--- src/rtl/boreal_sigverify.sv ---
// Constant-time digest verifier: compares a request hash against bus-programmed slots.
// Optional lockout after repeated failures is enabled by defining BOREAL_SIGVERIFY_LOCKOUT_EN.
module boreal_sigverify #(
  parameter int unsigned NUM_SLOTS      = 4,
  parameter int unsigned SLOT_LOG       = 2,
  parameter int unsigned COMPARE_CYCLES = 8,
  parameter int unsigned MAX_FAIL       = 3
) (
  input  logic        clk,
  input  logic        rst,
  input  logic        sig_start,
  input  logic [31:0] sig_hash_in,
  output logic        sig_pass,
  output logic        sig_ready,
  input  logic        sel,
  input  logic        we,
  input  logic [31:0] addr,
  input  logic [31:0] wdata,
  output logic [31:0] rdata,
  output logic        ack,
  output logic        lockout
);

  localparam int unsigned CNT_W  = $clog2(COMPARE_CYCLES + 1);
  localparam int unsigned FAIL_W = 8;
`ifdef BOREAL_SIGVERIFY_LOCKOUT_EN
  localparam bit LOCK_EN = 1'b1;
`else
  localparam bit LOCK_EN = 1'b0;
`endif

  typedef enum logic [1:0] {S_IDLE, S_COMPARE, S_PAD, S_RESULT} state_t;

  state_t              r_state, w_state_next;
  logic                w_accept, w_count, w_cmp, w_result;

  logic [CNT_W-1:0]    r_cnt;
  logic [31:0]         r_hash;
  logic                r_match;
  logic                r_pass;
  logic                r_ready;
  logic                r_lockout;
  logic [FAIL_W-1:0]   r_fail_cnt;
  logic                r_cfg_lock;
  logic [NUM_SLOTS-1:0] r_valid;
  logic [31:0]         r_slot [NUM_SLOTS];
  logic                r_ack;
  logic [31:0]         r_rdata;

  logic [5:0]          w_word;
  logic                w_wr, w_cfg_wr, w_hit, w_busy;
  logic [SLOT_LOG-1:0] w_idx;
  logic [FAIL_W-1:0]   w_fail_next;
  logic [31:0]         w_rd;
  logic                w_unused_addr;

  assign w_word        = addr[7:2];
  assign w_unused_addr = ^{addr[31:8], addr[1:0]};
  assign w_wr          = sel & we;
  assign w_busy        = (r_state != S_IDLE);
  // Configuration is frozen while a verify runs or once cfg_lock is set.
  assign w_cfg_wr      = w_wr & ~r_cfg_lock & ~w_busy;
  assign w_idx         = r_cnt[SLOT_LOG-1:0];
  assign w_hit         = r_valid[w_idx] & (r_slot[w_idx] == r_hash);
  assign w_fail_next   = (r_fail_cnt == {FAIL_W{1'b1}}) ? r_fail_cnt : r_fail_cnt + FAIL_W'(1);

  // FSM state register.
  always_ff @(posedge clk) begin
    if (rst) r_state <= S_IDLE;
    else     r_state <= w_state_next;
  end

  // Next state and control strobes; timing never depends on the data.
  always_comb begin
    w_state_next = r_state;
    w_accept     = 1'b0;
    w_count      = 1'b0;
    w_cmp        = 1'b0;
    w_result     = 1'b0;
    case (r_state)
      S_IDLE: begin
        if (sig_start) begin
          w_accept     = 1'b1;
          w_state_next = S_COMPARE;
        end
      end
      S_COMPARE: begin
        w_count = 1'b1;
        w_cmp   = 1'b1;
        if (r_cnt == CNT_W'(NUM_SLOTS - 1)) w_state_next = S_PAD;
      end
      S_PAD: begin
        w_count = 1'b1;
        if (r_cnt == CNT_W'(COMPARE_CYCLES - 1)) w_state_next = S_RESULT;
      end
      S_RESULT: begin
        w_result     = 1'b1;
        w_state_next = S_IDLE;
      end
      default: w_state_next = S_IDLE;
    endcase
  end

  // Register read mux.
  always_comb begin
    w_rd = '0;
    if (w_word < 6'(NUM_SLOTS)) begin
      w_rd = r_slot[w_word[SLOT_LOG-1:0]];
    end else begin
      case (w_word)
        6'd16:   w_rd = 32'(r_valid);
        6'd17:   w_rd = {31'b0, r_cfg_lock};
        6'd18:   w_rd = {21'b0, w_busy, r_pass, r_lockout, r_fail_cnt};
        default: w_rd = '0;
      endcase
    end
  end

  // Datapath, bus and result registers.
  always_ff @(posedge clk) begin
    if (rst) begin
      r_cnt      <= '0;
      r_hash     <= '0;
      r_match    <= 1'b0;
      r_pass     <= 1'b0;
      r_ready    <= 1'b1;
      r_lockout  <= 1'b0;
      r_fail_cnt <= '0;
      r_cfg_lock <= 1'b0;
      r_valid    <= '0;
      r_ack      <= 1'b0;
      r_rdata    <= '0;
      for (int unsigned i = 0; i < NUM_SLOTS; i++) r_slot[i] <= '0;
    end else begin
      r_ready <= (w_state_next == S_IDLE);
      r_ack   <= sel;
      r_rdata <= sel ? w_rd : '0;

      for (int unsigned i = 0; i < NUM_SLOTS; i++) begin
        if (w_cfg_wr && (w_word == 6'(i))) r_slot[i] <= wdata;
      end
      if (w_cfg_wr && (w_word == 6'd16)) r_valid <= wdata[NUM_SLOTS-1:0];
      if (w_wr && (w_word == 6'd17) && wdata[0]) r_cfg_lock <= 1'b1;

      if (w_accept) begin
        r_hash  <= sig_hash_in;
        r_pass  <= 1'b0;
        r_match <= 1'b0;
        r_cnt   <= '0;
      end else if (w_count) begin
        r_cnt <= r_cnt + CNT_W'(1);
        if (w_cmp) r_match <= r_match | w_hit;
      end

      if (w_result) begin
        r_pass <= r_match & ~r_lockout;
        if (!r_match) begin
          r_fail_cnt <= w_fail_next;
          if (LOCK_EN && (w_fail_next >= FAIL_W'(MAX_FAIL))) r_lockout <= 1'b1;
        end
      end
    end
  end

  assign sig_pass  = r_pass;
  assign sig_ready = r_ready;
  assign rdata     = r_rdata;
  assign ack       = r_ack;
  assign lockout   = r_lockout;

endmodule

--- config.mk ---
export PLATFORM = sky130hd
export DESIGN_NAME = boreal_sigverify
export DESIGN_NICKNAME = d
export VERILOG_FILES = /design/src/rtl/boreal_sigverify.sv
export SDC_FILE = /design/constraint.sdc
export NUM_CORES = 1
export LEC_CHECK = 0
export BUFFER_PORTS_ARGS = -buffer_cell sky130_fd_sc_hd__buf_2
export CORE_MARGIN = 2
export CORE_UTILIZATION = 55
export CTS_CLUSTER_SIZE = 16
export DETAILED_ROUTE_END_ITERATION = 16
export PLACE_DENSITY = 0.77
export SYNTH_ARGS = -nofsm -noshare
export SYNTH_HDL_FRONTEND = slang
export SYNTH_SLANG_ARGS = --single-unit
--- constraint.sdc ---
create_clock -name clk -period 4.31 [get_ports clk]
set_input_delay 0 -clock clk [delete_from_list [all_inputs] [get_ports clk]]
set_output_delay 0 -clock clk [all_outputs]
set_load 0.02 [all_outputs]
==> Yosys cells after proc, flatten, opt, wreduce, memory -nomap -nowiden <==
Memories as Yosys holds them, arrays and structs flattened. A register that Yosys moved wholly into a read port is not among the register bits.
Cells that the tools add are included.
{ "word_totals": {"reg_bits": 87, "latch_bits": 0, "mem_bits_rw": 128, "mem_bits_ro": 0, "in_bits": 101, "wordCells": 95, "memories": 1} }
{ "classes": {"add_sub_neg": 2, "mul": 0, "div_mod_pow": 0, "magnitude_cmp": 2, "n_eq_ne": 13, "shift": 0, "n_mux": 35, "bitwise_logic": 14, "n_reduce_logical": 17} }
{ "mem_list": {"columns": ["name", "depth", "word_bits", "read_ports", "rd_ports_with_merged_regs", "wr", "line", "text"], "rows": [
  ["r_slot", 4, 32, 2, 1, 4, "46", "logic [31:0] r_slot [NUM_SLOTS];"]
]} }
{ "ops": {"columns": ["cell", "n"], "rows": [
  ["2-to-1 mux 32 bit", 5],
  ["case mux 11 bit (3 select lines)", 1],
  ["equality test 32 bit", 1],
  ["2-to-1 mux 1 bit", 22],
  ["equality test 6 x 5 -> 1 bit (second input constant)", 3],
  ["equality test 6 x 2 -> 1 bit (second input constant)", 2],
  ["2-to-1 mux 2 bit", 5],
  ["adder 8 x 1 -> 8 bit (second input constant)", 1],
  ["equality test 8 bit (second input constant)", 1],
  ["case mux 2 bit (4 select lines)", 1],
  ["logical AND 1 bit", 7],
  ["equality test 6 x 1 -> 1 bit (second input constant)", 1],
  ["logical NOT 6 bit", 1],
  ["less-than comparator 6 x 3 -> 1 bit (second input constant)", 1],
  ["OR reduction 2 bit", 3],
  ["NOT 1 bit", 5],
  ["bitwise OR 1 bit", 5],
  ["adder 4 x 1 -> 4 bit (second input constant)", 1],
  ["AND 1 bit", 4],
  ["equality test 2 bit (second input constant)", 2],
  ["equality test 4 x 2 -> 1 bit (second input constant)", 1],
  ["equality test 4 x 3 -> 1 bit (second input constant)", 1],
  ["logical NOT 2 bit", 2],
  ["nonzero test 2 bit", 2],
  ["5 further kinds", 5]
]} }

==> Longest topological paths before layout <==
{ "depth": {"depth_word": 8, "ltp_mapped": 11} }

==> Worst setup path after synthesis <==
Ideal clock, no wire load.
{ "synth_timing": {"kind": "flip-flop to flip-flop", "start": "reg r_state[0]", "end": "mem r_slot[1][0], enable pin", "arrival_ps": 2660, "t_required_ps": 3882, "setup_slack_ps": 1222, "stages_incl_launch_ff": 7, "n_path_buf": 1, "cell_sequence": "dfxtp_1 -> inv_1 -> ha_1 -> clkbuf_1 -> and4b_1 -> nand2_1 -> o21bai_1"} }
{ "synth_lines": {"columns": ["element", "line", "text"], "rows": [
  ["start: declaration", "34", "state_t r_state, w_state_next;"],
  ["start signal: assignment", "70", "else r_state <= w_state_next;"],
  ["end: declaration", "46", null]
]} }

==> impl_metrics.env <==
export IMPL_place_gp_congestion=0.855
export IMPL_firstDrtPassIters=5
export IMPL_tns_ns=0
export IMPL_tightest_slew_ns=1.23
export IMPL_finish_utilization=0.693
export IMPL_clk_pin_slew_ns=0.06
export IMPL_crit_path_start="r_state[0]"
export IMPL_vias_per_cell=5.80
export IMPL_r2r_start="r_state[0]"
export IMPL_regToRegSetupSlack_ns=1.22
export IMPL_fin_crit_sh=0.716
export IMPL_ys_seq_area_frac=0.560
export IMPL_final_cell_mix="and2_1 (130), edfxtp_1 (128), buf_2 (109)"
export IMPL_whs_path_depth=3
export IMPL_fin_crit_ns=3.09
export IMPL_core_um2=18000
export IMPL_seq_area_um2=5630
export IMPL_syn_to_final_growth_pct=23.9
export IMPL_grt_overflow_total=0
export IMPL_multi_input_area_um2=4230
export IMPL_cts_tree="done"
export IMPL_grt_pass1_wl_um=39800
export IMPL_drv_cap=0
export IMPL_antenna_found_initial=2
export IMPL_clock_skew_ns=0.00703
export IMPL_ys_flop_type="edfxtp_1"
export IMPL_dieArea_um2=19400
export IMPL_reg2reg_to="r_slot[0][31]"
export IMPL_hold_end="ack"
export IMPL_hpwl_um=15900
export IMPL_portBuffers=109
export IMPL_cpPeakStageDelay_ns=0.68
export IMPL_via_count=7129
export IMPL_status="completed"
export IMPL_synth_seq_cells=217
export IMPL_max_slew_margin=0.180
export IMPL_avgSynthCellArea_um2=12.6
export IMPL_postRouteAntennaNets=0
export IMPL_maxSlewViolCount=0
export IMPL_critPathRequiredTime_ns=4.68
export IMPL_numCtsBuffers=23
export IMPL_crit_chain="inv_1 > ha_1 > and4b_1 > nand2_1 > or2_2 > nor3_2 > buf_4 > and2_1"
export IMPL_grt_pass1_vias=7236
export IMPL_syn_inst=800
export IMPL_ctsResizeCount=0
export IMPL_initialDrtViolationCount=620
export IMPL_drt_wirelength_per_cell_um=21.0
export IMPL_synth_edff_count=128
export IMPL_fmax_ghz=0.324
export IMPL_crit_type="register to register"
export IMPL_drive_above_1_share=0.232
export IMPL_hp_start="sel"
export IMPL_start_util=0.559
export IMPL_h_tree_depth=1
export IMPL_post_cts_buffers=0
export IMPL_cts_root_buf="clkbuf_16"
export IMPL_worstPathMaxFanout=11
export IMPL_synth_distinct_cells=53
export IMPL_stdcell_area_um2=12400
export IMPL_hold_violations=0
export IMPL_power_density_nw_per_um2=386
export IMPL_yosysWarnings=0
export IMPL_finalSetupViolations=0
export IMPL_ys_async_sr_fraction=0
export IMPL_grt_usage=0.265
export IMPL_cts_sink_count=217
export IMPL_synth_area_um2=10000
export IMPL_die_h_um=139
export IMPL_dieWidth_um=139
export IMPL_boundaryPins=137
export IMPL_num_rows=49
export IMPL_leakage_uw=0.00492
export IMPL_crit_path_start_kind="register"
export IMPL_placed_cell_area_um2=10900
export IMPL_rsz0062_at_grt="false"
export IMPL_grt_max_degree=46
export IMPL_drt_drc_violations_left=0
export IMPL_holdWs_ns=0.0757
export IMPL_worst_r2r_cell_count=8
export IMPL_layout_commonest_cell="and2_1"
export IMPL_critPathCaptureType="register"
export IMPL_hold_class="input port to register"
export IMPL_slowest_stage="nor3_2"
export IMPL_cp_arrival_ns=3.46
export IMPL_clk_path_buf_depth=3
export IMPL_routed_wl_um=25800
export IMPL_n_fill_cell=1250
export IMPL_nets=1090
export IMPL_clkLatencyLatePin_ns=0.50
export IMPL_ir_worst_vdd_uv=339
export IMPL_synth_fp_nets=907
==> critical path, delay by kind of cell, from the launching register on <==
kind                       cells  cell delay, ns
DFF                            1            0.35
and+or+nand+nor                5            1.79
adders and majority gates      1            0.36
buffers and inverters          2            0.43
==> routing by layer <==
| layer | wire [µm] | vias up | track usage | part of all wire |
|---|---|---|---|---|
| met4 | 629 | 2 | 0.0781 | 0.024 |
| li1 | - | 3259 | - | - |
| met5 | 15 | - | 0 | 0.00058 |
| met3 | 2100 | 57 | 0.0521 | 0.081 |
| met2 | 13200 | 321 | 0.471 | 0.51 |
| met1 | 9870 | 3490 | 0.331 | 0.38 |
==> logic make-up (layout without fill, tap and decap cells) <==
kind of cell	after synthesis	in the layout	share of synthesized area
other cells	1	2	0.000373
mux	93	93	0.161
flops	217	217	0.560
xor+xnor	32	32	0.0279
buf+inv	54	253	0.0238
fa+ha+maj	6	6	0.00747
compound gates	86	86	0.0547
simple gates	311	311	0.165
==> stage by stage <==
stage / cells / power [µW] / setup WS, ns
3_3_place_gp: 1106 / 2750 / 1.35
4_1_cts: 1228 / 4820 / 1.30
5_1_grt: 1228 / 4940 / 1.08
2_1_floorplan: 800 / 2600 / 1.22
6_report: 1229 / 4800 / 1.22
3_5_place_dp: 1106 / 2760 / 1.34
==> synthesized netlist by cell type, types with 7 or more instances <==
cell type / number / area share
clkbuf_1: 37 / 0.014
nor2_1: 36 / 0.013
mux2_2: 7 / 0.0078
o21ai_0: 9 / 0.0045
mux2i_1: 34 / 0.034
xor2_1: 15 / 0.013
a21oi_1: 46 / 0.023
dfxtp_1: 89 / 0.18
xnor2_1: 17 / 0.015
mux4_2: 46 / 0.10
and3_1: 24 / 0.015
and2_1: 130 / 0.081
nand2_1: 85 / 0.032
edfxtp_1: 128 / 0.38
==> state kept, by name (all words and copies together) (netlist names), named ones only <==
signal	count
r_slot	128
r_fail_cnt	8
r_state	2
r_match	1
rdata	32
sig_pass	1
r_hash	32
ack	1
r_valid	4
sig_ready	1
r_cfg_lock	1
r_cnt	4
==> worst max path at each step <==
stage                     to  slack [ns]
2_1_floorplan   r_slot[1][0]        1.22
3_3_place_gp   r_slot[0][26]        1.35
3_5_place_dp   r_slot[0][31]        1.34
4_1_cts        r_slot[0][17]        1.30
5_1_grt              r_match        1.08
6_report       r_slot[0][31]        1.22
==> report_power, final <==
part	leakage, µW	switching [µW]	total (µW)	internal, µW
sequential	0.00204	57.9	2320	2260
clock	0.000382	785	2030	1240
combinational	0.00249	237	457	220
total	0.00492	1080	4800	3720
==> cell type report <==
| cell class | instances | area share |
|---|---|---|
| clock buffers | 32 | 0.0530 |
| flip-flops and latches | 217 | 0.452 |
| multi-input cells | 529 | 0.340 |
| repair buffers | 208 | 0.121 |
| well taps | 229 | 0.0230 |
| inverters | 4 | 0.00121 |
| clock inverters | 9 | 0.00965 |
| diodes | 1 | 0.000201 |
==> what timing repair did <==
item                                    in CTS  in global routing
endpoints found under the setup margin       0                  0
hold buffers                                81                  0
hold endpoints to repair                   178                  0
Power figures use the tool's default switching activity.
